===== src/rtl/dsmod_feeder.sv =====
// Sample-rate feeder for a delta-sigma modulator: start/stop sequencing, one
// sample per oversampling period over valid/ready, and a linear mute-gain ramp.
//
// state     | meaning
// IDLE      | modulator held cleared, gain 0, no sample requests
// RAMP_UP   | gain steps +1 per sample period toward full scale
// RUN       | full gain (2^gw), samples passed straight through
// RAMP_DOWN | gain steps -1 per sample period toward 0
module dsmod_feeder #(
   parameter int n   = 16,
   parameter int osr = 64,
   parameter int gw  = 8
) (
   input  logic                clk,
   input  logic                clr,
   input  logic                en,
   input  logic signed [n-1:0] in,
   input  logic                in_valid,
   output logic                in_ready,
   output logic signed [n-1:0] mod_in,
   output logic                mod_clr,
   output logic                busy,
   output logic                running,
   output logic                underrun
);

   localparam int dw = (osr > 2) ? $clog2(osr) : 1;
   localparam logic [dw-1:0] div_last = dw'(osr - 1);
   localparam logic [gw:0]   g_full   = {1'b1, {gw{1'b0}}};
   localparam logic [gw:0]   g_top    = {1'b0, {gw{1'b1}}};
   localparam logic [gw:0]   g_one    = (gw+1)'(1);

   typedef enum logic [1:0] {IDLE, RAMP_UP, RUN, RAMP_DOWN} state_t;

   state_t                    state, state_next;
   logic [dw-1:0]             div;
   logic [gw:0]               g, g_next;
   logic signed [n-1:0]       sample_r;
   logic                      strobe;
   logic signed [n+gw+1:0]    sample_x, g_x;

   assign sample_x = {{(gw+2){sample_r[n-1]}}, sample_r};
   assign g_x      = signed'({{(n+1){1'b0}}, g});

   always_comb begin
      state_next = state;
      g_next     = g;
      strobe     = (div == div_last) && (state != IDLE);
      case (state)
         IDLE: begin
            g_next = '0;
            if (en) state_next = RAMP_UP;
         end
         RAMP_UP: begin
            // g can sit at full scale here after a quick RUN->down->up bounce
            if (strobe && g != g_full) g_next = g + g_one;
            if (!en)
               state_next = RAMP_DOWN;
            else if (g == g_full || (strobe && g == g_top))
               state_next = RUN;
         end
         RUN: begin
            g_next = g_full;
            if (!en) state_next = RAMP_DOWN;
         end
         RAMP_DOWN: begin
            if (strobe && g != '0) g_next = g - g_one;
            if (en)
               state_next = RAMP_UP;
            else if (g == '0 || (strobe && g == g_one))
               state_next = IDLE;
         end
         default: state_next = IDLE;
      endcase
      in_ready = strobe;
      mod_clr  = (state == IDLE);
      busy     = (state != IDLE);
      running  = (state == RUN);
   end

   always_ff @(posedge clk) begin
      if (clr) begin
         state    <= IDLE;
         div      <= '0;
         g        <= '0;
         sample_r <= '0;
         mod_in   <= '0;
         underrun <= 1'b0;
      end else begin
         state <= state_next;
         g     <= g_next;
         if (state == IDLE || state_next == IDLE)
            div <= '0;
         else if (div == div_last)
            div <= '0;
         else
            div <= div + dw'(1);
         if (strobe && in_valid) sample_r <= in;
         underrun <= strobe && !in_valid;
         if (state == IDLE)
            mod_in <= '0;
         else
            mod_in <= n'((sample_x * g_x) >>> gw);
      end
   end

endmodule


===== config.mk =====
export PLATFORM = sky130hd
export DESIGN_NAME = dsmod_feeder
export DESIGN_NICKNAME = d
export VERILOG_FILES = /design/src/rtl/dsmod_feeder.sv
export SDC_FILE = /design/constraint.sdc
export NUM_CORES = 1
export LEC_CHECK = 0
export ABC_AREA = 1
export ABC_CLOCK_PERIOD_IN_PS = 7200
export CAP_MARGIN = 40
export CORE_MARGIN = 2
export CORE_UTILIZATION = 50
export CTS_CLUSTER_DIAMETER = 200
export CTS_CLUSTER_SIZE = 40
export DETAILED_ROUTE_END_ITERATION = 16
export PLACE_DENSITY_LB_ADDON = 0.05
export SETUP_SLACK_MARGIN = 0.15
export SLEW_MARGIN = 30
export SYNTH_ARGS = -nofsm -noshare
export SYNTH_HDL_FRONTEND = slang
export SYNTH_SLANG_ARGS = --single-unit

===== constraint.sdc =====
create_clock -name clk -period 7.2 [get_ports clk]
set_input_delay 1.44 -clock clk [delete_from_list [all_inputs] [get_ports clk]]
set_output_delay 1.44 -clock clk [all_outputs]
set_load 0.01 [all_outputs]

# ---- Yosys cells after proc, flatten, opt, wreduce, memory -nomap -nowiden
# Cells that the tools add are included.
dict set report word_totals {
  inputBits 20
  wordCells 49
  out_inout_bits 21
  register_bits 50
}
dict set report classes {
  addsub 3
  eq_ne 10
  reduce_logical 19
  n_mux 10
  n_mul 1
}
# cell n
set ops {}
lappend ops {{9-bit case mux with 4 select lines} 1}
lappend ops {{16-bit by 10-bit multiplier with 24-bit output} 1}
lappend ops {{9-bit two-way mux} 2}
lappend ops {{2-bit two-way mux} 6}
lappend ops {{9-bit by 1-bit adder with 9-bit output (second input constant)} 1}
lappend ops {{9-bit by 1-bit == test with 1-bit output (second input constant)} 1}
lappend ops {{9-bit by 8-bit == test with 1-bit output (second input constant)} 1}
lappend ops {{9-bit == test (second input constant)} 1}
lappend ops {{9-bit logical NOT} 1}
lappend ops {{9-bit inequality test (second input constant)} 1}
lappend ops {{9-bit nonzero test} 1}
lappend ops {{9-bit by 1-bit subtractor with 9-bit output (second input constant)} 1}
lappend ops {{2-bit case mux with 4 select lines} 1}
lappend ops {{1-bit logical AND} 7}
lappend ops {{6-bit by 1-bit adder with 6-bit output (second input constant)} 1}
lappend ops {{6-bit == test (second input constant)} 1}
lappend ops {{2-bit == test (second input constant)} 2}
lappend ops {{2-bit logical NOT} 2}
lappend ops {{2-bit inequality test (second input constant)} 2}
lappend ops {{1-bit logical OR} 3}
lappend ops {{3-bit OR reduction} 1}
lappend ops {{2-bit by 1-bit == test with 1-bit output (second input constant)} 1}
lappend ops {{2-bit AND reduction} 1}
lappend ops {{2-bit nonzero test} 1}
lappend ops {{other kinds (2)} 2}

# ---- Depth between registers and ports, before layout
dict set report depth {
  depth_word 10
  mapped_depth 25
}

# ---- Worst setup path after synthesis
# Ideal clock, no wire load.
dict set report synth_timing {
  path_kind {flip-flop to flip-flop}
  startpoint {reg g[5]}
  endpoint {reg mod_in[8]}
  slack_ns 2.144
  path_stages_with_launch 22
  t_required_ns 7.130
  setup_time_ns 0.070
  arrival_ns 4.985
  n_path_buf 3
  cell_sequence {dfxtp_1 -> buf_6 -> clkbuf_1 -> buf_1 -> nand2_1 -> fa_1 -> inv_1 -> fa_1 -> fa_1 -> fa_1 -> inv_1 -> fa_1 -> inv_1 -> ha_1 -> nand2_1 -> nor4_1 -> nand2_1 -> nand2_1 -> nand2_1 -> nand2_1 -> nand2_1 -> a21oi_1}
}
dict set report synth_between {
  elab_chain_cells 1
}
# item line
set synth_lines {}
lappend synth_lines {{from (decl)} 37} ;# logic [gw:0] g, g_next;
lappend synth_lines {{from (signal assigned)} 91} ;# g <= g_next;
lappend synth_lines {{16-bit by 10-bit multiplier with 24-bit output} 103} ;# mod_in <= n'((sample_x * g_x) >>> gw);
lappend synth_lines {{to (signal assigned)} 103}
lappend synth_lines {{to (decl)} 20} ;# output logic signed [n-1:0] mod_in,
# Every way passes these cells.
# A chain may end at the register's enable or synchronous reset.

# ---- Final worst setup path
dict set report layout_timing {
  startpoint {reg g[1]}
  endpoint {reg mod_in[13]}
}
# The elaborated chain is that of the path after synthesis.

==> flow_metrics.py <==
metrics = {
    "critical_path": {
        "r2r_slack_ns": 1.67,
        "critPathArrivalTime_ns": 5.76,
        "rr_worst_depth": 16,
        "r2r_start": "g[1]",
        "critical_path_peak_fanout": 21,
        "r2r_end": "mod_in[13]",
        "crit_path_end_kind": "flop",
        "cp.required_ns": 7.43,
        "critPathKind": "reg -> reg",
        "start_kind": "flop",
    },
    "floorplanning": {
        "die_area_um2": 16200,
        "ioPinCount": 41,
        "coreArea_um2": 15000,
        "row_count": 45,
        "die_h_um": 127,
        "start_util": 0.505,
        "dieWidth_um": 127,
    },
    "layout": {
        "stdcell_count": 1250,
        "final_cell_mix": "nand2_1 (272), inv_1 (248), fa_1 (114)",
        "final_util": 0.552,
        "post_route_cells_drive_above_1_share": 0.0414,
        "n_antenna_cell": 0,
        "final_nets": 1250,
        "layout_commonest_cell": "nand2_1",
        "n_fill_cell": 1491,
        "syn2layout_area_growth_pct": 9.28,
    },
    "cts": {
        "cts_tree": "built",
        "cts.reportedPaths.clkPinSlew_ns": 0.08,
        "clk_latency_ns": 0.31,
        "cts_root_buffer": "clkbuf_16",
        "cts_buffers": 5,
        "cts_hold_buf": 0,
        "cts_sinks": 50,
        "clk_path_buf_depth": 2,
        "htree_levels": 2,
        "postCtsSetupBuffers": 0,
        "post_cts_resized": 0,
    },
    "logic_synthesis": {
        "yosysSeqAreaShare": 0.132,
        "ys_warn_count": 0,
        "syn_nets": 1239,
        "ys_types": 42,
        "synth_area_um2": 7590,
        "synth-seq-cells": 50,
        "netlist_instances": 1050,
        "synth.avg_cell_area_um2": 7.23,
    },
    "route": {
        "viasPerCell": 5.04,
        "routed_wl_um": 17100,
        "route.detailed.drc": 0,
        "drtAntennaViolNets": 0,
        "firstDrtPassIters": 5,
        "drtIter0Drc": 292,
        "dr_total_vias": 6301,
        "wire_per_inst_um": 13.7,
    },
    "placed_design": {
        "port_buffers": 40,
        "dp_hpwl_um": 13700,
        "place.gp.congestion": 0.906,
        "dp.cells": 1235,
    },
    "power_and_ir_drop": {
        "pwr-share-seq": 0.383,
        "power_mw": 0.855,
        "power_frac_clock": 0.336,
        "p_int_mw": 0.544,
        "leakagePower_nw": 4.54,
        "vdd_ir_drop_max_v": 0.000146,
        "swShare": 0.364,
        "power_frac_comb": 0.281,
        "p_sw_mw": 0.311,
        "powerDensity_nw_per_um2": 103,
    },
    "run": {
        "maxCapViolCount": 0,
    },
    "min_path": {
        "worstHoldStart": "div[0]",
        "whs_path_depth": 1,
        "hp-class": "reg -> reg",
        "holdPathEnd": "div[0]",
    },
    "status": {
        "outcome": "finished, final reports clean",
    },
    "timing": {
        "finalHoldViolCount": 0,
        "fin_tns_setup_ns": 0,
        "drv_slew": 0,
        "timing.final.crit_share": 0.768,
        "period_needed_ns": 5.53,
        "rsz0062_at_grt": "no",
        "max_slew.worst_pin.slew_ns": 0.821,
        "skew_ns": 0.0109,
        "fmaxAchievable_ghz": 0.181,
        "maxSlewHeadroom": 0.452,
        "setup_viol": 0,
        "finalHoldWorstSlack_ns": 0.452,
    },
    "grt": {
        "grt_overflow_total": 0,
        "first_global_vias": 6261,
        "grt_usage": 0.233,
        "antenna_found_initial": 0,
        "grt_pass1_wl_um": 30200,
        "grt_max_degree": 26,
    },
}
## worst max-delay path: stages, from the launching register on
cell and delay [ns]:
dfxtp_1 0.86, nand2_1 0.29, fa_1 0.69, inv_1 0.13
fa_1 0.47, fa_1 0.50, fa_1 0.50, inv_1 0.06
fa_1 0.49, inv_1 0.04, ha_1 0.38, nand2_1 0.15
nor3_1 0.34, nand4_1 0.24, nand3_1 0.13, nand2_1 0.05
a21oi_1 0.14
## stage by stage
step                instance area, um2  setup slack, ns
finish                            8290             1.67
global route                      8290             1.32
CTS                               8200             1.66
detailed placement                8020             1.69
global placement                  8010             1.71
floorplan                         7590             2.14
## kinds of logic after synthesis
| family | count (synthesis) | share of synthesized area |
|---|---|---|
| AND/OR/NAND/NOR | 407 | 0.226 |
| buffers and inverters | 299 | 0.155 |
| adder cells (fa/ha/maj) | 169 | 0.391 |
| AO/OA/AOI/OAI | 111 | 0.0798 |
| flip-flops | 50 | 0.132 |
| XOR/XNOR | 14 | 0.0162 |
## cells in the mapped netlist (all sizes together)
library cell  number  area [um2]
ha                55         688
a31oi              4        25.0
o21ai             30         158
a21oi             67         343
clkinv             1        8.76
nand2b             1        6.26
nor4               2        12.5
xnor2              6        52.6
o31ai              1        7.51
or2                3        18.8
nor3b              1        7.51
buf               16         110
nand2            279        1070
o21a               1        7.51
dfxtp             50        1000
nor2              54         233
nand3             52         278
and2               1        6.26
inv              254         953
a211oi             2        20.0
xor2               8        70.1
nand4              8        50.1
o21bai             1        7.51
a21o               5        37.5
fa               114        2280
clkbuf            28         105
nor3               6        30.0
## how the worst max path moves through the flow
stage	to	slack (ns)	startpoint	depth (start not counted)
after floorplan	mod_in[8]	2.14	g[5]	21
after global placement	mod_in[15]	1.71	g[1]	21
after detailed placement	mod_in[15]	1.69	g[1]	19
after CTS	mod_in[15]	1.66	g[1]	19
after global routing	mod_in[15]	1.32	g[1]	19
final	mod_in[13]	1.67	g[1]	16
## area by class of cell
type / count / area [um2] / share of cell area
clock buffer: 5 / 125 / 0.0151
inverter: 255 / 962 / 0.116
multi-input combinational: 701 / 5410 / 0.652
clock inverter: 3 / 48.8 / 0.00588
sequential: 50 / 1000 / 0.121
timing repair buffer: 48 / 509 / 0.0614
tap: 188 / 235 / 0.0284
## sequential cells by signal, indices dropped and copies added, names as in the netlist
| name | cells |
|---|---|
| mod_in | 16 |
| underrun | 1 |
| sample_r | 16 |
| g | 9 |
| state | 2 |
| div | 6 |
## power by group through the flow
stage | Combinational [mW] | Sequential [mW] | Clock, mW
finish | 0.241 | 0.327 | 0.287
global route | 0.268 | 0.330 | 0.309
CTS | 0.189 | 0.358 | 0.297
detailed placement | 0.188 | 0.365 | 0
global placement | 0.176 | 0.370 | 0
floorplan | 0.186 | 0.308 | 0
## routing by layer
layer | global-route usage | share of wire
met1 | 0.304 | 0.45
met5 | 0 | 0
met4 | 0.0569 | 0.016
met2 | 0.417 | 0.50
met3 | 0.0235 | 0.035
No activity file was read; power rests on OpenSTA's default activity.
